File: src/rtl/tft_pkg.sv
// Shared types and constants for the TFT 8080-style write engine.
// State encoding, call bit indices and the counter-preload helper live here.
package tft_pkg;

  localparam int CNT_W    = 24;
  localparam int CALL_RST = 0;
  localparam int CALL_CMD = 1;
  localparam int CALL_DAT = 2;

  localparam logic RS_CMD = 1'b0;
  localparam logic RS_DAT = 1'b1;

  typedef enum logic [2:0] {
    S_IDLE,
    S_RST_LO,
    S_RST_WAIT,
    S_SETUP,
    S_WR_LO,
    S_WR_HI,
    S_DONE,
    S_GAP
  } state_t;

  // A state lasting p cycles is entered with the counter at p-1.
  function automatic logic [CNT_W-1:0] cnt_init(input int unsigned p);
    return CNT_W'(p - 1);
  endfunction

endpackage

File: src/rtl/tft_ctrlmod_if.sv
// Call/done handshake plus the TFT parallel-bus pins of the write engine.
// The master is the upstream sequencer; the slave is tft_ctrlmod.
interface tft_ctrlmod_if;
  logic [2:0]  iCall;
  logic [15:0] iData;
  logic        oDone;
  logic        TFT_RST;
  logic        TFT_RS;
  logic        TFT_CS_N;
  logic        TFT_WR_N;
  logic        TFT_RD_N;
  logic [15:0] TFT_DB;

  modport master (
    output iCall, iData,
    input  oDone, TFT_RST, TFT_RS, TFT_CS_N, TFT_WR_N, TFT_RD_N, TFT_DB
  );

  modport slave (
    input  iCall, iData,
    output oDone, TFT_RST, TFT_RS, TFT_CS_N, TFT_WR_N, TFT_RD_N, TFT_DB
  );
endinterface

File: src/rtl/tft_dly.sv
// Loadable down-counter shared by every timed state of the write engine.
// o_expire is high while the count sits at zero.
module tft_dly
  import tft_pkg::*;
(
  input  logic             CLOCK,
  input  logic             RESET,
  input  logic             i_load,
  input  logic [CNT_W-1:0] i_value,
  output logic             o_expire
);

  logic [CNT_W-1:0] r_cnt;

  // NOTE: sequential state uses non-blocking assignments so every flop samples pre-edge values.
  always_ff @(posedge CLOCK or negedge RESET) begin
    if (!RESET) begin
      r_cnt <= '0;
    end else if (i_load) begin
      r_cnt <= i_value;
    end else if (r_cnt != '0) begin
      r_cnt <= r_cnt - 1'b1;
    end
  end

  assign o_expire = (r_cnt == '0);

endmodule

File: src/rtl/tft_ctrlmod.sv
// 8080-style TFT write engine: hard reset pulse, command write and data write,
// each closed by a one-cycle oDone. All pins are driven straight from flops.
module tft_ctrlmod
  import tft_pkg::*;
#(
  parameter int unsigned T_RST_LOW  = 50000,
  parameter int unsigned T_RST_WAIT = 6000000,
  parameter int unsigned T_SETUP    = 1,
  parameter int unsigned T_WRL      = 2,
  parameter int unsigned T_WRH      = 2
) (
  input  logic          CLOCK,
  input  logic          RESET,
  tft_ctrlmod_if.slave  bus
);

  state_t           r_state, w_state_nxt;
  logic             w_load, w_expire;
  logic [CNT_W-1:0] w_value;

  logic        r_rst, r_rs, r_cs_n, r_wr_n, r_done;
  logic [15:0] r_db;
  logic        w_rst_nxt, w_rs_nxt, w_cs_n_nxt, w_wr_n_nxt, w_done_nxt;
  logic [15:0] w_db_nxt;

  tft_dly u_dly (
    .CLOCK    (CLOCK),
    .RESET    (RESET),
    .i_load   (w_load),
    .i_value  (w_value),
    .o_expire (w_expire)
  );

  always_ff @(posedge CLOCK or negedge RESET) begin
    if (!RESET) begin
      r_state <= S_IDLE;
      r_rst   <= 1'b1;
      r_rs    <= 1'b1;
      r_cs_n  <= 1'b1;
      r_wr_n  <= 1'b1;
      r_done  <= 1'b0;
      r_db    <= '0;
    end else begin
      r_state <= w_state_nxt;
      r_rst   <= w_rst_nxt;
      r_rs    <= w_rs_nxt;
      r_cs_n  <= w_cs_n_nxt;
      r_wr_n  <= w_wr_n_nxt;
      r_done  <= w_done_nxt;
      r_db    <= w_db_nxt;
    end
  end

  always_comb begin
    // NOTE: every output gets a default first, so no path through the case can infer a latch.
    w_state_nxt = r_state;
    w_load      = 1'b0;
    w_value     = '0;
    w_rst_nxt   = r_rst;
    w_rs_nxt    = r_rs;
    w_cs_n_nxt  = r_cs_n;
    w_wr_n_nxt  = r_wr_n;
    w_db_nxt    = r_db;
    w_done_nxt  = 1'b0;

    unique case (r_state)
      S_IDLE: begin
        // Hard reset outranks both writes; command outranks data.
        if (bus.iCall[CALL_RST]) begin
          w_rst_nxt   = 1'b0;
          w_load      = 1'b1;
          w_value     = cnt_init(T_RST_LOW);
          w_state_nxt = S_RST_LO;
        end else if (bus.iCall[CALL_CMD] || bus.iCall[CALL_DAT]) begin
          w_db_nxt    = bus.iData;
          w_rs_nxt    = bus.iCall[CALL_CMD] ? RS_CMD : RS_DAT;
          w_cs_n_nxt  = 1'b0;
          w_load      = 1'b1;
          w_value     = cnt_init(T_SETUP);
          w_state_nxt = S_SETUP;
        end
      end
      S_RST_LO: if (w_expire) begin
        w_rst_nxt   = 1'b1;
        w_load      = 1'b1;
        w_value     = cnt_init(T_RST_WAIT);
        w_state_nxt = S_RST_WAIT;
      end
      S_RST_WAIT: if (w_expire) begin
        w_done_nxt  = 1'b1;
        w_state_nxt = S_DONE;
      end
      S_SETUP: if (w_expire) begin
        w_wr_n_nxt  = 1'b0;
        w_load      = 1'b1;
        w_value     = cnt_init(T_WRL);
        w_state_nxt = S_WR_LO;
      end
      S_WR_LO: if (w_expire) begin
        w_wr_n_nxt  = 1'b1;
        w_load      = 1'b1;
        w_value     = cnt_init(T_WRH);
        w_state_nxt = S_WR_HI;
      end
      S_WR_HI: if (w_expire) begin
        w_cs_n_nxt  = 1'b1;
        w_done_nxt  = 1'b1;
        w_state_nxt = S_DONE;
      end
      S_DONE:  w_state_nxt = S_GAP;
      // One dead cycle lets the caller drop its call bit before IDLE looks again.
      S_GAP:   w_state_nxt = S_IDLE;
      default: w_state_nxt = S_IDLE;
    endcase
  end

  assign bus.oDone    = r_done;
  assign bus.TFT_RST  = r_rst;
  assign bus.TFT_RS   = r_rs;
  assign bus.TFT_CS_N = r_cs_n;
  assign bus.TFT_WR_N = r_wr_n;
  assign bus.TFT_RD_N = 1'b1;
  assign bus.TFT_DB   = r_db;

endmodule

File: src/flat_wrapper.sv
// flat-port wrapper written by rule: the top's interface ports become plain ports
module tft_ctrlmod_flat import tft_pkg::*;
#(
  parameter int unsigned T_RST_LOW  = 50000,
  parameter int unsigned T_RST_WAIT = 6000000,
  parameter int unsigned T_SETUP    = 1,
  parameter int unsigned T_WRL      = 2,
  parameter int unsigned T_WRH      = 2
)
  (CLOCK, RESET, bus_iCall, bus_iData, bus_oDone, bus_TFT_RST, bus_TFT_RS, bus_TFT_CS_N, bus_TFT_WR_N, bus_TFT_RD_N, bus_TFT_DB);
  tft_ctrlmod_if bus_i ();
  input  logic CLOCK;
  input  logic RESET;
  input wire logic [$bits(bus_i.iCall)-1:0] bus_iCall;
  input wire logic [$bits(bus_i.iData)-1:0] bus_iData;
  output wire logic [$bits(bus_i.oDone)-1:0] bus_oDone;
  output wire logic [$bits(bus_i.TFT_RST)-1:0] bus_TFT_RST;
  output wire logic [$bits(bus_i.TFT_RS)-1:0] bus_TFT_RS;
  output wire logic [$bits(bus_i.TFT_CS_N)-1:0] bus_TFT_CS_N;
  output wire logic [$bits(bus_i.TFT_WR_N)-1:0] bus_TFT_WR_N;
  output wire logic [$bits(bus_i.TFT_RD_N)-1:0] bus_TFT_RD_N;
  output wire logic [$bits(bus_i.TFT_DB)-1:0] bus_TFT_DB;
  assign bus_i.iCall = bus_iCall;
  assign bus_i.iData = bus_iData;
  assign bus_oDone = bus_i.oDone;
  assign bus_TFT_RST = bus_i.TFT_RST;
  assign bus_TFT_RS = bus_i.TFT_RS;
  assign bus_TFT_CS_N = bus_i.TFT_CS_N;
  assign bus_TFT_WR_N = bus_i.TFT_WR_N;
  assign bus_TFT_RD_N = bus_i.TFT_RD_N;
  assign bus_TFT_DB = bus_i.TFT_DB;
  tft_ctrlmod #(.T_RST_LOW(T_RST_LOW), .T_RST_WAIT(T_RST_WAIT), .T_SETUP(T_SETUP), .T_WRL(T_WRL), .T_WRH(T_WRH)) u_core (.CLOCK(CLOCK), .RESET(RESET), .bus(bus_i));
endmodule
File: config.mk
export PLATFORM = sky130hd
export DESIGN_NAME = tft_ctrlmod_flat
export DESIGN_NICKNAME = d
export VERILOG_FILES = /design/src/rtl/tft_pkg.sv /design/src/rtl/tft_ctrlmod_if.sv /design/src/rtl/tft_dly.sv /design/src/rtl/tft_ctrlmod.sv /design/src/flat_wrapper.sv
export SDC_FILE = /design/constraint.sdc
export NUM_CORES = 1
export LEC_CHECK = 0
export CORE_MARGIN = 3
export CORE_UTILIZATION = 49
export CTS_BUF_LIST = sky130_fd_sc_hd__clkbuf_8
export CTS_CLUSTER_DIAMETER = 30
export DETAILED_ROUTE_END_ITERATION = 12
export PLACE_DENSITY = 0.78
export SYNTH_ARGS = -nofsm -noshare
export SYNTH_HDL_FRONTEND = slang
export SYNTH_SLANG_ARGS = --single-unit
File: constraint.sdc
create_clock -name CLOCK -period 2.4 [get_ports CLOCK]
set_input_delay 0.72 -clock CLOCK [delete_from_list [all_inputs] [get_ports CLOCK]]
set_output_delay 0.72 -clock CLOCK [all_outputs]
set_load 0.1 [all_outputs]
==> metrics.csv <==
stage;metric;value;unit
synth;postSynthCellCount;243;
synth;ys_seq_area_share;49.2;%
synth;yosysUniqueCellTypes;44;
critical_path;critPathCaptureType;flip-flop;
placed_design;placedCellCount;364;
finish;mostFrequentLayoutCells;dfrtp_1, buf_4, o21ai_0;
synth;yosys.area.top_type;dfrtp_1;
critical_path;crit_arrival;2.61;ns
clock_tree;clockBufferDepth;2;
power;p_leak;0.00138;uW
min_path;hp-class;in -> async;
timing;worstMarginPinSlew;0.508;ns
clock_tree;clkLatencyLatePin;0.32;ns
finish;area_growth_syn_to_layout;33.6;%
timing;setup_slack;-0.0125;ns
routing;postRouteAntennaNets;0;
synth;ys.flop_type;dfrtp_1;
global_route;grt_use_total;20.7;%
timing;period_share;101;%
flow_run;timing.max_cap.violations;0;
synth;syn_avg_cell_area;10.1;um2
floorplanning;io_pins;43;
synth;synth_area;0.00245;mm2
routing;routed_wl;5900;um
floorplanning;die_h;76.7;um
global_route;antenna_found_initial;0;
critical_path;crit_slowest_cell;or4b_2;
clock_tree;clock_sinks;48;
routing;top_layer;met4;
placed_design;hpwl;4350;um
timing;setup_violations;1;
synth;async_flop_share;100;%
global_route;gr-total-overflow;0;
clock_tree;tritoncts;built;
timing;finClkSkew;0.0120;ns
synth;yosys_warnings;0;
power;peakVddDrop;1040;uV
status;violations;negative setup slack;
critical_path;required;2.60;ns
routing;drt_iter0_drc;134;
finish;drive_gt1_share;31.9;%
routing;route.met3.wl;325;um
timing;min_period;2.41;ns
synth;syn_nets;266;
floorplanning;die_w;76.7;um
clock_tree;cts_max_level;2;
critical_path;cp_cell_sequence;inv_1 -> ha_1 -> or4b_2 -> or3_1 -> nor3_2 -> a21oi_1 -> a211oi_1;
placed_design;portBuffers;41;
routing;via_per_inst;5.70;
finish;nets;329;
routing;wl_met1;2590;um
synth;yosys.area.top_type_share;44.9;%
finish;layout_commonest_cell;dfrtp_1;
critical_path;slowest_delay;0.61;ns
timing;maxSlewHeadroom;65.8;%
placed_design;gp_congestion;0.846;
clock_tree;clk_pin_slew;0.10;ns
power;power.density;1400;mW/mm2
synth;synth.ff_latch_count;48;
global_route;grt_pass1_wl;9840;um
routing;wl_met2;2930;um
timing;slew_viol_final;0;
critical_path;critical_path_class;reg -> reg;
timing;fmax;415;MHz
critical_path;r2r-end;u_core.u_dly.r_cnt[12];
critical_path;worstSetupStartpointType;flip-flop;
status;run_status;finished, violations left;
floorplanning;die-area;0.00588;mm2
timing;hold_viol;0;
synth;synth_area_leaders;dfrtp_1, mux2_2, o21ai_0, dfstp_2, xnor2_1;
floorplanning;num_rows;25;
finish;num-fill-cells;363;
global_route;grt_pass1_vias;2097;
clock_tree;postCtsHoldBufs;0;
routing;first_pass_iters;4;
global_route;grt_max_degree;29;
clock_tree;cts_root_buf;clkbuf_8;
routing;num_vias;2131;
critical_path;ff2ff_setup_slack;-0.01;ns
floorplanning;initial_core_util;51.2;%
critical_path;critPathBufInv;1;
critical_path;rr_startpoint;u_core.u_dly.r_cnt[0];
critical_path;crit_family;simple AND/OR/NAND/NOR gates;
power;power;4580;uW
synth;synth_edf_count;0;
clock_tree;cts_buffers;5;
routing;wl_per_cell;15.8;um
placed_design;dp_slack;-0.0185;ns
critical_path;reg2reg_depth;7;
timing;tns;-0.0125;ns
finish;antenna_cells;0;
finish;layout.cells.non_filler;374;
critical_path;crit_fanout;4;
routing;drc;0;
timing;grt_setup_unrepaired;yes;
floorplanning;core;0.00479;mm2
## layout make-up
class	instances	area, um2	share of cell area (%)
repair buffers	68	631	19.3
flip-flops and latches	48	1210	36.9
clock buffers	6	82.6	2.52
well taps	67	83.8	2.56
clock inverters	2	15.0	0.459
multi-input cells	178	1230	37.7
inverters	5	18.8	0.574
## per-stage QoR
stage / instance area [um2] / hold WS [ns] / util (%)
2_1_floorplan: 2450 / 0.424 / -
3_3_place_gp: 3100 / 0.488 / 64.8
3_5_place_dp: 3100 / 0.494 / 64.8
4_1_cts: 3200 / 0.363 / 66.8
5_1_grt: 3270 / 0.383 / 68.4
6_report: 3270 / 0.347 / 68.4
## layer usage
layer,up-vias,GRT usage (%)
met2,56,33.5
met5,-,0
met1,1057,27.6
met4,0,6.70
li1,1012,-
met3,6,4.69
## cell families after synthesis
kind of cell,share of synthesized area (%)
AOI/OAI and AO/OA,15.5
xor gates and xnor gates,5.01
adders and majority gates,1.02
buffers and inverters,2.76
DFF,49.2
muxes,8.27
other,0.153
and+or+nand+nor,18.0
## synthesized netlist by cell type (4+ instances only)
cell      instances
dfrtp_1          44
o21ai_0          23
a21oi_1          19
mux2_2           18
nor2_1           15
nand2_1          13
nor3_1           12
clkbuf_1         11
xnor2_1          11
nor4_1           10
inv_1             5
dfstp_2           4
or3_1             4
## power by group
| part | total [uW] | internal, uW | switching, uW |
|---|---|---|---|
| sequential | 1450 | 1150 | 301 |
| clock | 519 | 233 | 285 |
| combinational | 2620 | 862 | 1750 |
| total | 4580 | 2240 | 2340 |
## flip-flops by register name, indices dropped and copies added, names as in the netlist
| name | flops |
|---|---|
| u_core.bus.TFT_WR_N | 1 |
| u_core.u_dly.r_cnt | 24 |
| u_core.bus.TFT_CS_N | 1 |
| u_core.r_state | 3 |
| u_core.bus.TFT_DB | 16 |
| u_core.bus.TFT_RST | 1 |
| u_core.bus.TFT_RS | 1 |
| u_core.bus.oDone | 1 |
## worst max-delay path by stage
stage | start | to | depth (start not counted)
floorplan | u_core.u_dly.r_cnt[6] | u_core.u_dly.r_cnt[21] | 5
global placement | u_core.u_dly.r_cnt[8] | u_core.u_dly.r_cnt[19] | 5
detailed placement | u_core.u_dly.r_cnt[8] | u_core.u_dly.r_cnt[17] | 5
CTS | u_core.u_dly.r_cnt[8] | u_core.u_dly.r_cnt[18] | 6
global route | u_core.u_dly.r_cnt[0] | u_core.u_dly.r_cnt[12] | 7
finish | u_core.u_dly.r_cnt[0] | u_core.u_dly.r_cnt[12] | 7
## repair_timing
action                     4_1_cts  5_1_grt
gates cloned                     0        0
setup endpoints to repair        5       10
pin swaps                        1        1
gates resized for setup          1       11
setup buffers                    0        2
Power figures use the tool's default switching activity.
